File: src/rtl/regfile_pkg.sv
// Shared widths and the writeback request record used by both sources and the FIFO.
package regfile_pkg;

  localparam int XLEN       = 32;
  localparam int REG_ADDR_W = 5;

  typedef struct packed {
    logic [REG_ADDR_W-1:0] addr;
    logic [XLEN-1:0]       data;
  } wb_req_t;

endpackage

File: src/rtl/regfile_wb_arbiter_if.sv
// Bus bundle between the pipeline/long-latency units and the writeback arbiter.
// master = pipeline side (drives requests and decode addresses),
// slave  = arbiter side (drives ready, stall, busy flags and the write port).
interface regfile_wb_arbiter_if
  import regfile_pkg::*;
#(
  parameter int DEPTH = 4
);
  localparam int CW = $clog2(DEPTH + 1);

  logic                  a_valid;
  logic [REG_ADDR_W-1:0] a_addr;
  logic [XLEN-1:0]       a_data;
  logic                  b_valid;
  logic                  b_ready;
  logic [REG_ADDR_W-1:0] b_addr;
  logic [XLEN-1:0]       b_data;
  logic                  stall_req;
  logic [REG_ADDR_W-1:0] rs1_addr;
  logic [REG_ADDR_W-1:0] rs2_addr;
  logic                  rs1_busy;
  logic                  rs2_busy;
  logic                  wr_en;
  logic [REG_ADDR_W-1:0] wr_addr;
  logic [XLEN-1:0]       wr_data;
  logic [CW-1:0]         count;

  modport master (
    output a_valid, a_addr, a_data, b_valid, b_addr, b_data, rs1_addr, rs2_addr,
    input  b_ready, stall_req, rs1_busy, rs2_busy, wr_en, wr_addr, wr_data, count
  );

  modport slave (
    input  a_valid, a_addr, a_data, b_valid, b_addr, b_data, rs1_addr, rs2_addr,
    output b_ready, stall_req, rs1_busy, rs2_busy, wr_en, wr_addr, wr_data, count
  );

endinterface

File: src/rtl/wb_fifo.sv
// Small register-based FIFO for deferred writebacks. Every slot's valid bit and
// address are exported so the arbiter can do a parallel busy compare.
module wb_fifo
  import regfile_pkg::*;
#(
  parameter int DEPTH = 4,
  localparam int CW = $clog2(DEPTH + 1),
  localparam int PW = $clog2(DEPTH)
) (
  input  logic                          clk,
  input  logic                          rst,
  input  logic                          push,
  input  wb_req_t                       push_req,
  input  logic                          pop,
  output wb_req_t                       head,
  output logic [CW-1:0]                 count,
  output logic                          full,
  output logic                          empty,
  output logic                          empty_next,
  output logic [DEPTH-1:0]              entry_valid,
  output logic [DEPTH*REG_ADDR_W-1:0]   entry_addr
);

  wb_req_t          mem_reg [DEPTH];
  logic [DEPTH-1:0] valid_reg;
  logic [PW-1:0]    rd_ptr_reg;
  logic [PW-1:0]    wr_ptr_reg;
  logic [CW-1:0]    count_reg;
  logic [CW-1:0]    count_next;

  // Occupancy after this edge; the arbiter uses it to know when the queue drains.
  always_comb begin
    count_next = count_reg;
    if (push && !pop)
      count_next = count_reg + CW'(1);
    else if (!push && pop)
      count_next = count_reg - CW'(1);
  end

  // Pointer, occupancy and slot-valid bookkeeping; pointers wrap modulo DEPTH.
  always_ff @(posedge clk) begin
    if (rst) begin
      rd_ptr_reg <= '0;
      wr_ptr_reg <= '0;
      count_reg  <= '0;
      valid_reg  <= '0;
    end else begin
      if (push) begin
        valid_reg[wr_ptr_reg] <= 1'b1;
        wr_ptr_reg            <= wr_ptr_reg + PW'(1);
      end
      if (pop) begin
        valid_reg[rd_ptr_reg] <= 1'b0;
        rd_ptr_reg            <= rd_ptr_reg + PW'(1);
      end
      count_reg <= count_next;
    end
  end

  // Entry storage; contents are only meaningful where the slot-valid bit is set.
  always_ff @(posedge clk) begin
    if (push)
      mem_reg[wr_ptr_reg] <= push_req;
  end

  assign head        = mem_reg[rd_ptr_reg];
  assign count       = count_reg;
  assign full        = (count_reg == CW'(DEPTH));
  assign empty       = (count_reg == '0);
  assign empty_next  = (count_next == '0);
  assign entry_valid = valid_reg;

  generate
    for (genvar gi = 0; gi < DEPTH; gi++) begin : g_addr
      assign entry_addr[gi*REG_ADDR_W +: REG_ADDR_W] = mem_reg[gi].addr;
    end
  endgenerate

endmodule

File: src/rtl/regfile_wb_arbiter.sv
// Shares the register file write port between the in-order pipeline (A, always
// first) and a FIFO of long-latency results (B) drained into idle cycles.
// Also produces decode busy flags and a starvation stall request.
module regfile_wb_arbiter
  import regfile_pkg::*;
#(
  parameter int DEPTH    = 4,
  parameter int MAX_WAIT = 3
) (
  input  logic                 clk,
  input  logic                 rst,
  regfile_wb_arbiter_if.slave  bus
);

  localparam int WW = (MAX_WAIT < 2) ? 1 : $clog2(MAX_WAIT + 1);
  localparam logic [WW-1:0] WAIT_MAX = WW'(MAX_WAIT);

  wb_req_t                     head;
  wb_req_t                     push_req;
  logic                        full;
  logic                        empty;
  logic                        empty_next;
  logic [DEPTH-1:0]            entry_valid;
  logic [DEPTH*REG_ADDR_W-1:0] entry_addr;
  logic                        a_win;
  logic                        fifo_push;
  logic                        fifo_pop;
  logic [WW-1:0]               wait_reg;
  logic [WW-1:0]               wait_next;
  logic                        stall_reg;
  logic [DEPTH-1:0]            match1;
  logic [DEPTH-1:0]            match2;

  // A writes to x0 are dropped so the port falls through to the FIFO head.
  assign a_win     = bus.a_valid && (bus.a_addr != '0);
  assign fifo_pop  = !rst && !a_win && !empty;
  // x0 results complete their handshake but are never queued.
  assign fifo_push = !rst && bus.b_valid && !full && (bus.b_addr != '0);
  assign push_req  = '{addr: bus.b_addr, data: bus.b_data};

  assign bus.b_ready   = !rst && !full;
  assign bus.wr_en     = !rst && (a_win || !empty);
  assign bus.wr_addr   = a_win ? bus.a_addr : head.addr;
  assign bus.wr_data   = a_win ? bus.a_data : head.data;
  assign bus.stall_req = stall_reg;

  wb_fifo #(.DEPTH(DEPTH)) u_fifo (
    .clk         (clk),
    .rst         (rst),
    .push        (fifo_push),
    .push_req    (push_req),
    .pop         (fifo_pop),
    .head        (head),
    .count       (bus.count),
    .full        (full),
    .empty       (empty),
    .empty_next  (empty_next),
    .entry_valid (entry_valid),
    .entry_addr  (entry_addr)
  );

  // Count consecutive blocked cycles of a non-empty queue, saturating.
  always_comb begin
    wait_next = wait_reg;
    if (empty || fifo_pop)
      wait_next = '0;
    else if (wait_reg != WAIT_MAX)
      wait_next = wait_reg + WW'(1);
  end

  // Stall holds from the point of starvation until the queue has fully drained.
  always_ff @(posedge clk) begin
    if (rst) begin
      wait_reg  <= '0;
      stall_reg <= 1'b0;
    end else begin
      wait_reg <= wait_next;
      if (empty_next)
        stall_reg <= 1'b0;
      else if (wait_next == WAIT_MAX)
        stall_reg <= 1'b1;
    end
  end

  // Per-slot compare; the entry being popped still reads as busy this cycle.
  generate
    for (genvar gi = 0; gi < DEPTH; gi++) begin : g_busy
      assign match1[gi] = entry_valid[gi] &&
                          (entry_addr[gi*REG_ADDR_W +: REG_ADDR_W] == bus.rs1_addr);
      assign match2[gi] = entry_valid[gi] &&
                          (entry_addr[gi*REG_ADDR_W +: REG_ADDR_W] == bus.rs2_addr);
    end
  endgenerate

  assign bus.rs1_busy = (bus.rs1_addr != '0) && (|match1);
  assign bus.rs2_busy = (bus.rs2_addr != '0) && (|match2);

endmodule

File: src/flat_wrapper.sv
// flat-port wrapper written by rule: the top's interface ports become plain ports
module regfile_wb_arbiter_flat import regfile_pkg::*;
#(
  parameter int DEPTH    = 4,
  parameter int MAX_WAIT = 3
)
  (clk, rst, bus_a_valid, bus_a_addr, bus_a_data, bus_b_valid, bus_b_addr, bus_b_data, bus_rs1_addr, bus_rs2_addr, bus_b_ready, bus_stall_req, bus_rs1_busy, bus_rs2_busy, bus_wr_en, bus_wr_addr, bus_wr_data, bus_count);
  regfile_wb_arbiter_if #(.DEPTH(DEPTH)) bus_i ();
  input  logic clk;
  input  logic rst;
  input wire logic [$bits(bus_i.a_valid)-1:0] bus_a_valid;
  input wire logic [$bits(bus_i.a_addr)-1:0] bus_a_addr;
  input wire logic [$bits(bus_i.a_data)-1:0] bus_a_data;
  input wire logic [$bits(bus_i.b_valid)-1:0] bus_b_valid;
  input wire logic [$bits(bus_i.b_addr)-1:0] bus_b_addr;
  input wire logic [$bits(bus_i.b_data)-1:0] bus_b_data;
  input wire logic [$bits(bus_i.rs1_addr)-1:0] bus_rs1_addr;
  input wire logic [$bits(bus_i.rs2_addr)-1:0] bus_rs2_addr;
  output wire logic [$bits(bus_i.b_ready)-1:0] bus_b_ready;
  output wire logic [$bits(bus_i.stall_req)-1:0] bus_stall_req;
  output wire logic [$bits(bus_i.rs1_busy)-1:0] bus_rs1_busy;
  output wire logic [$bits(bus_i.rs2_busy)-1:0] bus_rs2_busy;
  output wire logic [$bits(bus_i.wr_en)-1:0] bus_wr_en;
  output wire logic [$bits(bus_i.wr_addr)-1:0] bus_wr_addr;
  output wire logic [$bits(bus_i.wr_data)-1:0] bus_wr_data;
  output wire logic [$bits(bus_i.count)-1:0] bus_count;
  assign bus_i.a_valid = bus_a_valid;
  assign bus_i.a_addr = bus_a_addr;
  assign bus_i.a_data = bus_a_data;
  assign bus_i.b_valid = bus_b_valid;
  assign bus_i.b_addr = bus_b_addr;
  assign bus_i.b_data = bus_b_data;
  assign bus_i.rs1_addr = bus_rs1_addr;
  assign bus_i.rs2_addr = bus_rs2_addr;
  assign bus_b_ready = bus_i.b_ready;
  assign bus_stall_req = bus_i.stall_req;
  assign bus_rs1_busy = bus_i.rs1_busy;
  assign bus_rs2_busy = bus_i.rs2_busy;
  assign bus_wr_en = bus_i.wr_en;
  assign bus_wr_addr = bus_i.wr_addr;
  assign bus_wr_data = bus_i.wr_data;
  assign bus_count = bus_i.count;
  regfile_wb_arbiter #(.DEPTH(DEPTH), .MAX_WAIT(MAX_WAIT)) u_core (.clk(clk), .rst(rst), .bus(bus_i));
endmodule
File: config.mk
export PLATFORM = sky130hd
export DESIGN_NAME = regfile_wb_arbiter_flat
export DESIGN_NICKNAME = d
export VERILOG_FILES = /design/src/rtl/regfile_pkg.sv /design/src/rtl/regfile_wb_arbiter_if.sv /design/src/rtl/wb_fifo.sv /design/src/rtl/regfile_wb_arbiter.sv /design/src/flat_wrapper.sv
export SDC_FILE = /design/constraint.sdc
export NUM_CORES = 1
export LEC_CHECK = 0
export ABC_AREA = 1
export ABC_CLOCK_PERIOD_IN_PS = 6100
export CAP_MARGIN = 20
export CORE_UTILIZATION = 35
export CTS_BUF_LIST = sky130_fd_sc_hd__clkbuf_16
export DETAILED_ROUTE_END_ITERATION = 16
export PLACE_DENSITY = 0.56
export SYNTH_ARGS = -nofsm -noshare
export SYNTH_HDL_FRONTEND = slang
export SYNTH_SLANG_ARGS = --single-unit
File: constraint.sdc
create_clock -name clk -period 6.1 [get_ports clk]
set_input_delay 0.915 -clock clk [delete_from_list [all_inputs] [get_ports clk]]
set_output_delay 0.915 -clock clk [all_outputs]
set_load 0.1 [all_outputs]
==> results.md, run 1 <==
- Outcome: completed
- CTS Hold Bufs: 0
- Detail Route Antenna Nets: 0
- Seq/Total Area, Yosys: 0.6482
- Max FFs per register: 148
- Final setup viols: 0
- Max-slew violation count: 0
- Count of cell types in the netlist: 35
- Residual DRC count: 0
- CTS tree: built
- Worst path bufs/invs: 3
- Critical-path cell list: clkdlybuf4s50_1, inv_1, o21ai_0, a211oi_1, nand3_1, a41oi_1, clkdlybuf4s50_1
- Clock Path Buffers: 2
- Commonest non-fill, non-tap cell in the layout: nor2_1
- Number of I/O port buffers: 132
- Worst setup margin: 1.681 ns
- Setup repair bufs after CTS: 0
- Clock latency on the worst-skew pair: 0.42 ns
- R2R setup slack: 3.73 ns
- Initial core utilization: 0.3598
- Yosys warnings: 0
- Worst hold slack: 0.4355 ns
- Synth async-reset ratio: 0
- Die Span Y: 146.9 µm
- Clock share of power: 0.327
- Inserted Diodes: 0
- Most used cell, CP: clkdlybuf4s50_1
- Die area: 0.02159 mm²
- GRT overflow: 0
- IO Pins: 133
- Layout cell share with drive strength beyond 1: 0.1068
- Clk_skew: 0.006775 ns
- Combinational share of power: 0.276
- CTS clock-pin slew for the worst setup and hold paths: 0.06 ns
- Fin nets: 919
- Design Power: 3310 µW
- # rows: 52
- Vias per cell: 5.013
- Number of CTS-inserted buffers: 17
- Post-Route Setup TNS: 0 ns
- Worst slack, placed: 1.718 ns
- PD cells: 351.7 mW/mm²
- Layout area overhead: 28.00%
- Post-synth EDFFs: 148
- Synthesized instance count: 698
- CP endpoint kind: output pin
- Syn Std Cell Area: 0.007351 mm²
- #FFs+latches synth: 164
- 1st-pass router iterations: 7
- Tcrit/Tclk final: 0.7244
- WP data required: 5.18 ns
- GR Util All Layers: 0.1871
- Sequential share of power: 0.397
- Switching Share: 0.3494
- Gpl congestion: 0.9365
- Family with the most delay on the worst path: buffers and inverters
- Final hold violation count: 0
- Syn Area/Cell: 10.53 µm²
- Worst-path fanout max: 5
- Hpwl dp: 12560 µm
- Sw Pwr: 1156 µW
- Commonest non-fill, non-tap cells in the layout: nor2_1 (185), edfxtp_1 (148), clkdlybuf4s50_1 (96)
- Initial detailed-routing violation count: 228
- RSZ-0062 raised after global routing: no
- Clock Sinks: 164
- Crit Path Category: primary input to output pin
- Slew HR: 0.3274
- WL/cell: 17.87 µm
- Critical Path Source Type: primary input
- Vias in the first global route: 5535
- DR vias: 5529
- Initial antenna violation count: 0
- Max incr delay on CP: 1.19 ns
- Min-Delay Path Class: flop to flop
- Root Buffer: clkbuf_16
- Measured slew at the worst slew-check pin: 1.009 ns
- Worst VDD drop: 0.0002275 V
- CP max stage cell: clkdlybuf4s50_1
- Fin crit period: 4.419 ns
- H-tree depth: 4
- Pin count of the biggest net entering global routing: 75
- Pleak: 0.003373 µW
- Peak Freq: 226.3 MHz
- Total Wirelength: 19710 µm
- Resized cells post-CTS: 0
- Primary FF master, synth: edfxtp_1
- Int Pwr: 2153 µW
- Worst EP arrival: 3.50 ns
- Max-cap violations: 0
- First-pass GRT wire length: 30350 µm
- Syn nets: 797
- Total core area: 0.02043 mm²
- Die W: 146.9 µm
[cell type report]
type | instances | area (µm²)
fillers | 1918 | 11020
flip-flops and latches | 164 | 4767
multi-input cells | 450 | 2230
clock inverters | 15 | 176.4
repair buffers | 138 | 1276
clock buffers | 17 | 425.4
well taps | 270 | 337.8
inverters | 49 | 196.4
[cell families (layout without fill, tap and decap cells)]
| family | after synthesis | count (layout) | synth area share |
|---|---|---|---|
| compound gates | 187 | 187 | 0.1401 |
| xor+xnor | 5 | 5 | 0.005959 |
| fa+ha+maj | 11 | 11 | 0.01872 |
| buf+inv | 84 | 219 | 0.05089 |
| flops | 164 | 164 | 0.6482 |
| simple gates | 247 | 247 | 0.1362 |
[synth_stat cells (2+ instances only)]
cell type  count  share of area
xnor2_1        2         0.0024
buf_1          2         0.0010
o21ai_0       89          0.061
nor2_1       187          0.095
nand2_1       30          0.015
nand4_1        2         0.0017
ha_1          11          0.019
a21oi_2        2         0.0024
edfxtp_1     148           0.60
xor2_1         3         0.0036
a31oi_1       35          0.030
a41oi_1        2         0.0024
a221oi_1       2         0.0024
nand2_4        2         0.0031
dfxtp_1       16          0.044
buf_4          4         0.0041
inv_1         45          0.023
buf_2         13         0.0089
clkbuf_1      14         0.0071
buf_6          2         0.0031
nor3_1         6         0.0041
a21oi_1       37          0.025
nand3_1       15          0.010
o22ai_1       18          0.015
[power by group through the flow]
stage,clock network (µW),logic (µW),registers [µW]
floorplan,0,657,1360
global placement,0,914,1340
detailed placement,0,919,1340
CTS,1110,922,1310
global route,1140,979,1320
finish,1080,914,1310
[through the flow]
| stage | std cells | utilization | area, µm² |
|---|---|---|---|
| floorplan | 698 | - | 7351 |
| global placement | 1071 | 0.4311 | 8807 |
| detailed placement | 1071 | 0.4311 | 8807 |
| CTS | 1103 | 0.4606 | 9409 |
| global route | 1103 | 0.4606 | 9409 |
| finish | 1103 | 0.4606 | 9409 |
[path summary, 6_finish.rpt]
kind	startpoint	cells after the start	endpoint
max	bus_rs2_addr[3]	7	bus_rs2_busy
min	u_core.wait_reg[0]	1	u_core.wait_reg[0]
min reg2reg	u_core.wait_reg[0]	1	u_core.wait_reg[0]
max reg2reg	u_core.u_fifo.count[0]	8	u_core.u_fifo.mem_reg[1][28]
[routing by layer]
metal | vias to the layer above | GRT usage | share of wire
li1 | 2710 | - | -
met1 | 2636 | 0.2238 | 0.43
met2 | 155 | 0.3223 | 0.49
met3 | 28 | 0.04752 | 0.052
met4 | 0 | 0.07371 | 0.024
met5 | - | 0 | 0
No activity file was read; power rests on OpenSTA's default activity.
==> run 2, diff against run 1 <==
Settings changed: ABC_CLOCK_PERIOD_IN_PS 6100 to 3600, PLACE_DENSITY 0.56 to 0.58.
Clock period 6.1 ns to 3.6 ns, I/O delays scaled along.
==> results.md, run 2 (synthesized netlist as in run 1, its figures left out) <==
- R2R cell count: 10
- Final core occ: 0.4889
- Hold Path Stages: 1
- PD cells: 589.4 mW/mm²
- Outcome: completed
- Max FFs per register: 148
- R2R setup slack: 1.53 ns
- Clock Sinks: 164
- Resized cells post-CTS: 0
- Crit Path Category: primary input to output pin
- Initial core utilization: 0.3598
- GRT overflow: 0
- Number of CTS-inserted buffers: 17
- Layout cell share with drive strength beyond 1: 0.1249
- Total core area: 0.02043 mm²
- Critical Path Source Type: primary input
- Worst EP arrival: 2.35 ns
- Fin crit period: 2.887 ns
- Hold endpoint: u_core.wait_reg[0]
- H-tree depth: 4
- Initial antenna violation count: 0
- # rows: 52
- R2R Path Start: u_core.u_fifo.count[0]
- Reg-to-Reg End: u_core.u_fifo.mem_reg[2][9]
- Fin nets: 927
- Max-slew violation count: 0
- CTS Hold Bufs: 0
- GR Util All Layers: 0.1783
- Inserted Diodes: 0
- First-pass GRT wire length: 28880 µm
- Vias per cell: 4.898
- Pin count of the biggest net entering global routing: 75
- Worst VDD drop: 0.0003636 V
- Gpl congestion: 0.9205
- Clk_skew: 0.004939 ns
- WP data required: 3.06 ns
- Tcrit/Tclk final: 0.8018
- Die W: 146.9 µm
- Peak Freq: 346.4 MHz
- Total Wirelength: 18530 µm
- CP endpoint kind: output pin
- Pleak: 0.003627 µW
- Commonest non-fill, non-tap cell in the layout: nor2_1
- Commonest non-fill, non-tap cells in the layout: nor2_1 (185), edfxtp_1 (148), clkdlybuf4s50_1 (91)
- Clock Path Buffers: 2
- Die Span Y: 146.9 µm
- Setup repair bufs after CTS: 0
- Worst hold slack: 0.4374 ns
- CTS tree: built
- DR vias: 5442
- WL/cell: 16.68 µm
- Clock latency on the worst-skew pair: 0.43 ns
- Final setup viols: 0
- Final hold violation count: 0
- Max-cap violations: 0
- Detail Route Antenna Nets: 0
- Layout area overhead: 35.88%
- Root Buffer: clkbuf_16
- Initial detailed-routing violation count: 281
- Hpwl dp: 12440 µm
- RSZ-0062 raised after global routing: no
- Min-Delay Path Class: flop to flop
- Number of I/O port buffers: 132
- CTS clock-pin slew for the worst setup and hold paths: 0.06 ns
- Measured slew at the worst slew-check pin: 0.9713 ns
- 1st-pass router iterations: 7
- IO Pins: 133
- Vias in the first global route: 5333
- Die area: 0.02159 mm²
- Slew HR: 0.3504
- Worst min-delay path startpoint: u_core.wait_reg[0]
- Residual DRC count: 0
- Worst-path fanout max: 61
[run 2: worst max-delay path by stage]
| stage | from | endpoint | depth (start not counted) |
|---|---|---|---|
| 2_1_floorplan | u_core.u_fifo.count[0] | u_core.u_fifo.mem_reg[1][0] | 7 |
| 3_3_place_gp | bus_a_addr[1] | bus_wr_data[17] | 8 |
| 3_5_place_dp | bus_a_addr[1] | bus_wr_data[17] | 8 |
| 4_1_cts | bus_a_addr[1] | bus_wr_data[17] | 8 |
| 5_1_grt | flop | bus_wr_data[29] | 6 |
| 6_report | bus_a_addr[1] | bus_wr_data[17] | 8 |
[run 2: layer usage]
| metal | GRT usage | vias up | share of wire |
|---|---|---|---|
| met2 | 0.3050 | 155 | 0.50 |
| met5 | 0 | - | 0 |
| met3 | 0.04317 | 25 | 0.055 |
| li1 | - | 2735 | - |
| met4 | 0.06134 | 0 | 0.018 |
| met1 | 0.2202 | 2527 | 0.43 |
[run 2: where the power goes]
part	leakage, µW	internal [µW]	switching [µW]
sequential	0.00147	2160	36.5
combinational	0.00185	597	1230
clock	0.000303	1110	758
total	0.00363	3860	2020
[run 2: worst max-delay path: stages]
cell,delay (ns)
clkdlybuf4s50_1,0.42
nor2_1,0.21
nand3_1,0.15
nand2_2,0.12
buf_12,0.27
nor2_1,0.08
a31oi_1,0.30
buf_12,0.22
[run 2: area by class of cell]
cell class                      instances  area [µm²]
Inverter                               49       196.4
Clock buffer                           17       425.4
Sequential cell                       164        4767
Timing Repair Buffer                  146        1837
Multi-Input combinational cell        450        2230
Clock inverter                         15       195.2
Tap cell                              270       337.8
Fill cell                            1848       10440
[run 2: stage by stage]
stage	TNS (ns)	std cells	setup slack (ns)	area, µm²	total power (µW)
floorplan	-13.91	698	-0.1834	7351	3410
global placement	0	1079	0.6237	9368	4072
detailed placement	0	1079	0.6441	9368	4073
CTS	0	1111	0.6311	9988	5940
global route	0	1111	0.5507	9988	6127
finish	0	1111	0.7134	9988	5887
